===== src/rtl/ripple_carry_pkg.sv =====
// ripple_carry_pkg
//   Shared constants and types for the ripple-carry adder slice.
//   RC_DEFAULT_WIDTH : default operand/sum width of ripple_carry_adder.
//   rc_result_t      : {carry, sum} result at the default width, i.e. the
//                      natural WIDTH+1 bit value of a + b + cin.
package ripple_carry_pkg;

    localparam int unsigned RC_DEFAULT_WIDTH = 4;

    typedef struct packed {
        logic                        carry;
        logic [RC_DEFAULT_WIDTH-1:0] sum;
    } rc_result_t;

endpackage : ripple_carry_pkg


===== src/rtl/full_adder_1b.sv =====
// full_adder_1b
//   Single-bit full adder cell; purely combinational.
//   Ports:
//     a_i  : operand bit A
//     b_i  : operand bit B
//     c_i  : carry in
//     s_o  : sum bit
//     c_o  : carry out
module full_adder_1b (
    input  logic a_i,
    input  logic b_i,
    input  logic c_i,
    output logic s_o,
    output logic c_o
);

    logic p;

    always_comb begin
        p   = a_i ^ b_i;
        s_o = p ^ c_i;
        c_o = (a_i & b_i) | (c_i & p);
    end

endmodule : full_adder_1b


===== src/rtl/ripple_carry_adder.sv =====
// ripple_carry_adder
//   Parameterised WIDTH-bit ripple-carry adder with registered outputs
//   (one cycle latency, a new operand set accepted every cycle).
//   Optional feature macro: RIPPLE_CARRY_OVF_EN adds the registered signed
//   overflow flag ovf_o.
//   Ports:
//     clk_i    : clock, rising edge
//     rst_n_i  : asynchronous active-low reset
//     valid_i  : qualifies a_i, b_i, c_i this cycle
//     a_i      : operand A [WIDTH-1:0]
//     b_i      : operand B [WIDTH-1:0]
//     c_i      : carry in to bit 0
//     s_o      : registered sum [WIDTH-1:0]
//     c_o      : registered carry out of the MSB cell
//     valid_o  : one-cycle pulse when s_o/c_o hold a new result
//     ovf_o    : registered signed overflow (only with RIPPLE_CARRY_OVF_EN)
module ripple_carry_adder
    import ripple_carry_pkg::*;
#(
    parameter int unsigned WIDTH = RC_DEFAULT_WIDTH
) (
    input  logic             clk_i,
    input  logic             rst_n_i,
    input  logic             valid_i,
    input  logic [WIDTH-1:0] a_i,
    input  logic [WIDTH-1:0] b_i,
    input  logic             c_i,
    output logic [WIDTH-1:0] s_o,
    output logic             c_o,
    output logic             valid_o
`ifdef RIPPLE_CARRY_OVF_EN
    ,
    output logic             ovf_o
`endif
);

    logic [WIDTH:0]   carry;
    logic [WIDTH-1:0] sum;

    assign carry[0] = c_i;

    for (genvar k = 0; k < WIDTH; k++) begin : g_cell
        full_adder_1b u_fa (
            .a_i (a_i[k]),
            .b_i (b_i[k]),
            .c_i (carry[k]),
            .s_o (sum[k]),
            .c_o (carry[k+1])
        );
    end

    // Sum and carry only load on valid_i so idle (possibly undriven) inputs
    // never reach the outputs; valid_o follows valid_i unconditionally.
    always_ff @(posedge clk_i or negedge rst_n_i) begin
        if (!rst_n_i) begin
            s_o     <= '0;
            c_o     <= 1'b0;
            valid_o <= 1'b0;
        end else begin
            valid_o <= valid_i;
            if (valid_i) begin
                s_o <= sum;
                c_o <= carry[WIDTH];
            end
        end
    end

`ifdef RIPPLE_CARRY_OVF_EN
    // Signed overflow: carry into the MSB differs from carry out of it.
    // For WIDTH=1 the carry into the MSB is c_i itself.
    always_ff @(posedge clk_i or negedge rst_n_i) begin
        if (!rst_n_i) begin
            ovf_o <= 1'b0;
        end else if (valid_i) begin
            ovf_o <= carry[WIDTH] ^ carry[WIDTH-1];
        end
    end
`endif

endmodule : ripple_carry_adder


===== config.mk =====
export PLATFORM = sky130hd
export DESIGN_NAME = ripple_carry_adder
export DESIGN_NICKNAME = d
export VERILOG_FILES = /design/src/rtl/ripple_carry_pkg.sv /design/src/rtl/full_adder_1b.sv /design/src/rtl/ripple_carry_adder.sv
export SDC_FILE = /design/constraint.sdc
export NUM_CORES = 1
export LEC_CHECK = 0
export BUFFER_PORTS_ARGS = -buffer_cell sky130_fd_sc_hd__buf_4
export CAP_MARGIN = 20
export CORE_AREA = 2 2 39 41
export DETAILED_ROUTE_END_ITERATION = 8
export DIE_AREA = 0 0 41 43
export PLACE_DENSITY = 0.55
export SYNTH_ARGS = -nofsm -noshare
export SYNTH_HDL_FRONTEND = slang
export SYNTH_HIERARCHICAL = 1
export SYNTH_SLANG_ARGS = --single-unit

===== constraint.sdc =====
create_clock -name clk_i -period 1.2 [get_ports clk_i]
set_input_delay 0.06 -clock clk_i [delete_from_list [all_inputs] [get_ports clk_i]]
set_output_delay 0.06 -clock clk_i [all_outputs]
set_load 0.1 [all_outputs]

# After elaboration in Yosys (flattened, before gate mapping)
# Index checks and enable logic that the tools add are counted.
[classes]
n_bitwise = 20
[ops]
columns = ["op", "count"]
rows = [
  ["1-bit AND", 8],
  ["1-bit XOR", 8],
  ["1-bit OR", 4],
]
[word_totals]
elab_cells = 23
input_bits = 12
out_inout_bits = 6
register_bits = 6

# Longest topological paths before layout
[logic_depth]
word_depth = 9
mapped_depth = 5
mapped_depth_nobuf = 5

# Cells and area by module
# The synthesis kept the hierarchy.
[by_module_without_submodules]
columns = ["mod", "area_each_um2", "cells_per_inst", "n_inst"]
rows = [
  ["ripple_carry_adder", 206.4, 11, 1],
  ["full_adder_1b", 20.0, 1, 4],
]

# Least setup slack after synthesis
# OpenSTA, ideal clock, no wires.
[synth_timing]
path_kind = "in2reg"
from = "input a_i[0]"
to = "register s_o[3]"
slack_ns = -0.837
required_time_ns = 1.075
n_path_buf = 0
cell_stages = 5
t_arrival_ns = 1.912
path_cell_list = "fa_1 -> fa_1 -> fa_1 -> fa_1 -> mux2_2"
[synth_between]
elab_chain_len = 8
[synth_rtl]
columns = ["item", "line_no", "text"]
rows = [
  ["start, declared", "ripple_carry_adder.sv:25", "input logic [WIDTH-1:0] a_i,"],
  ["1-bit XOR", "full_adder_1b.sv:20", "p = a_i ^ b_i;"],
  ["1-bit AND", "full_adder_1b.sv:22", "c_o = (a_i & b_i) | (c_i & p);"],
  ["1-bit OR (*)", "full_adder_1b.sv:22", ""],
  ["1-bit AND (*)", "full_adder_1b.sv:22", ""],
  ["1-bit OR (*)", "full_adder_1b.sv:22", ""],
  ["net carry[2]", "ripple_carry_adder.sv:37", "logic [WIDTH:0] carry;"],
  ["1-bit AND (*)", "full_adder_1b.sv:22", ""],
  ["1-bit OR (*)", "full_adder_1b.sv:22", ""],
  ["net carry[3]", "ripple_carry_adder.sv:37", ""],
  ["1-bit XOR (*)", "full_adder_1b.sv:21", "s_o = p ^ c_i;"],
  ["net sum[3]", "ripple_carry_adder.sv:38", "logic [WIDTH-1:0] sum;"],
  ["end signal, assigned", "ripple_carry_adder.sv:62", "s_o <= sum;"],
  ["end, declared", "ripple_carry_adder.sv:28", "output logic [WIDTH-1:0] s_o,"],
]
# Mark *: on every way through the listed nets, which the timed path passes. The rest lies on a longest branch.
# A chain may end at the register's enable or synchronous reset.

# Final worst setup path
[layout_timing]
from = "input a_i[0]"
to = "register s_o[3]"
[layout_between]
elab_chain_len = 8
[layout_rtl]
columns = ["item", "line_no"]
rows = [
  ["1-bit XOR", "full_adder_1b.sv:20"],
  ["1-bit AND", "full_adder_1b.sv:22"],
  ["1-bit OR (*)", "full_adder_1b.sv:22"],
  ["net carry[1]", "ripple_carry_adder.sv:37"],
  ["1-bit AND (*)", "full_adder_1b.sv:22"],
  ["1-bit OR (*)", "full_adder_1b.sv:22"],
  ["net carry[2]", "ripple_carry_adder.sv:37"],
  ["1-bit AND (*)", "full_adder_1b.sv:22"],
  ["1-bit OR (*)", "full_adder_1b.sv:22"],
  ["net carry[3]", "ripple_carry_adder.sv:37"],
  ["1-bit XOR (*)", "full_adder_1b.sv:21"],
  ["net sum[3]", "ripple_carry_adder.sv:38"],
]
# Marked as above.

==> impl_metrics.ini <==
[power]
p_seq_share_pct = 28.4
combPwrFrac_pct = 50.5
powerDensity_nw_per_um2 = 1840
swShare_pct = 46.4
internal_power_uw = 501
p_leak_nw = 0.233
clockPowerShare_pct = 21.1
worst_ir_drop_vdd_mv = 1.01
power_uw = 934
p_switching_uw = 433

[place]
dp_hpwl_um = 532
place_area_um2 = 447
dp_slack_ns = -0.877
gp_routability_congestion = 0.689
portBuffers = 17
numPlacedInstances = 48

[clocking]
cts-buffers-inserted = 3
cts_tree = built
clock_tree.buffer_depth = 2
cts.sinks = 6
cts_max_level = 1
clock-root-buffer = clkbuf_4
path_clk_slew_ns = 0.05
clock_latency_ns = 0.24

[logic_synthesis]
seq_area_frac_synth_pct = 52.4
yosys_warnings = 6
avgSynthCellArea_um2 = 19.1
syn_area_um2 = 287
synth.distinct_cells = 3
ys_ff_latch = 6
syn_inst = 15
synth_nets = 31

[floorplan]
fp.dieW_um = 41
ios = 18
dieArea_um2 = 1760
fp.coreArea_um2 = 1380
die_y_um = 43
initial_core_util_pct = 20.7
fp-row-count = 14

[finish]
antenna_cells = 0
mostFrequentLayoutCells = buf_4, dfrtp_1, fa_2
nets = 55
layout_commonest_cell = buf_4
instances_no_fill = 54
final_cell_area_um2 = 508
final_util_pct = 36.7
area_delta_synth_final_pct = 77.3
layout-drive-gt1-share_pct = 81.6

[route]
drt_iter0_drc = 0
drtPass1Iterations = 1
routed_wl_um = 706
wire_per_inst_um = 13.1
ant_nets = 0
num_vias = 217
vias_per_cell = 4.02
drc = 0

[timing]
setup_viol = 3
tightestPinTransition_ns = 0.280
fin_ws_ns = -0.576
finalCriticalPeriod_ns = 1.78
fin_skew_ns = 0
finalCritPeriodShare_pct = 148
rsz0062_at_grt = true
fmax_mhz = 563
relSlewSlack_pct = 81.5
finalHoldViolations = 0
drv_slew = 0

[grt]
grt_use_total_pct = 9.65
grt_max_degree = 7
antenna_found_initial = 0
grt_pass1_vias = 273
grt_overflow = 0
grt_pass1_wl_mm = 1.03

[status]
violations = negative setup slack
outcome = finished with violations

[worst_setup_path]
worstPathRequired_ns = 1.32
crit_slowest_cell = fa_2
slowest_delay_ns = 0.41
cp-start-kind = input pin
crit_path_frequent_cell = fa_2
rrSetupSlack_ns = 0.42
arrival_ns = 1.90
path_cells = buf_6 > fa_2 > fa_2 > fa_2 > fa_2 > mux2_4
reg2reg_from = s_o[2]$_DFFE_PN0P_
path_max_fanout = 1
endpoint_kind = flip-flop
reg2reg_to = s_o[2]$_DFFE_PN0P_
rr_worst_depth = 1
crit_type = in2reg

[worst_hold_path]
min_path_type = in2async

[job]
max-cap-violations = 0
-- metrics by stage --
| step | TNS, ns | hold slack, ns |
|---|---|---|
| finish | -1.30 | 0.158 |
| CTS | -1.38 | 0.149 |
| global route | -1.37 | 0.184 |
| floorplan | -1.76 | -0.236 |
| detailed placement | -2.41 | -0.128 |
| global placement | -2.36 | -0.132 |
-- power by group through the flow --
stage	Sequential (mW)	Combinational, mW	Clock [mW]
4_1_cts	0.264	0.469	0.207
6_report	0.265	0.472	0.198
2_1_floorplan	0.540	0.0528	0
3_3_place_gp	0.263	0.445	0
5_1_grt	0.268	0.490	0.221
3_5_place_dp	0.265	0.452	0
-- routing by layer --
layer	GRT usage (%)	up-vias	share of wire, %
met1	7.69	101	34
met4	6.00	0	0
met3	6.81	0	16
met5	0	-	0
li1	-	96	-
met2	15.6	20	51
-- area by class of cell --
class / instances / area, µm²
flip-flops and latches: 6 / 153
clock buffers: 4 / 26.3
well taps: 16 / 20.0
fillers: 146 / 876
multi-input cells: 9 / 158
repair buffers: 19 / 151
-- synthesized netlist by cell type, drive strengths merged --
master	number	share of area, %
mux2	5	20
dfrtp	6	52
fa	4	28
-- registers in the layout, summed over array words and instances, names as in the netlist --
register / flops
s_o: 4
valid_o: 1
c_o: 1
-- worst max-delay path: cells and delay by family --
family	cells	cell delay [ns]
multiplexers	1	0.27
adder cells (fa/ha/maj)	4	1.47
buffers and inverters	1	0.09
-- timing repair --
| item | CTS | global route |
|---|---|---|
| endpoints found under the setup margin | 3 | 3 |
| hold buffers | 2 | 0 |
| pin swaps | 0 | 1 |
| endpoints found under the hold margin | 7 | 0 |
| buffers inserted | 0 | 0 |
| gates resized for setup | 3 | 1 |
-- worst max-delay path by stage --
stage                          to  cells past startpoint  startpoint  slack, ns
4_1_cts        s_o[3]$_DFFE_PN0P_                      6      a_i[0]      -0.59
6_report       s_o[3]$_DFFE_PN0P_                      6      a_i[0]      -0.58
3_3_place_gp   s_o[3]$_DFFE_PN0P_                      6      a_i[0]      -0.86
2_1_floorplan  s_o[3]$_DFFE_PN0P_                      5      a_i[0]      -0.71
5_1_grt        s_o[3]$_DFFE_PN0P_                      6      a_i[0]      -0.60
3_5_place_dp   s_o[3]$_DFFE_PN0P_                      6      a_i[0]      -0.88
-- kinds of logic (layout without fill, tap and decap cells) --
family     count (synthesis)  count (layout)  synth area share (%)
flops                      6               6                  52.4
mux                        5               5                  19.6
fa+ha+maj                  4               4                  27.9
buf+inv                    0              23                     0
(Power assumes the default switching activity.)
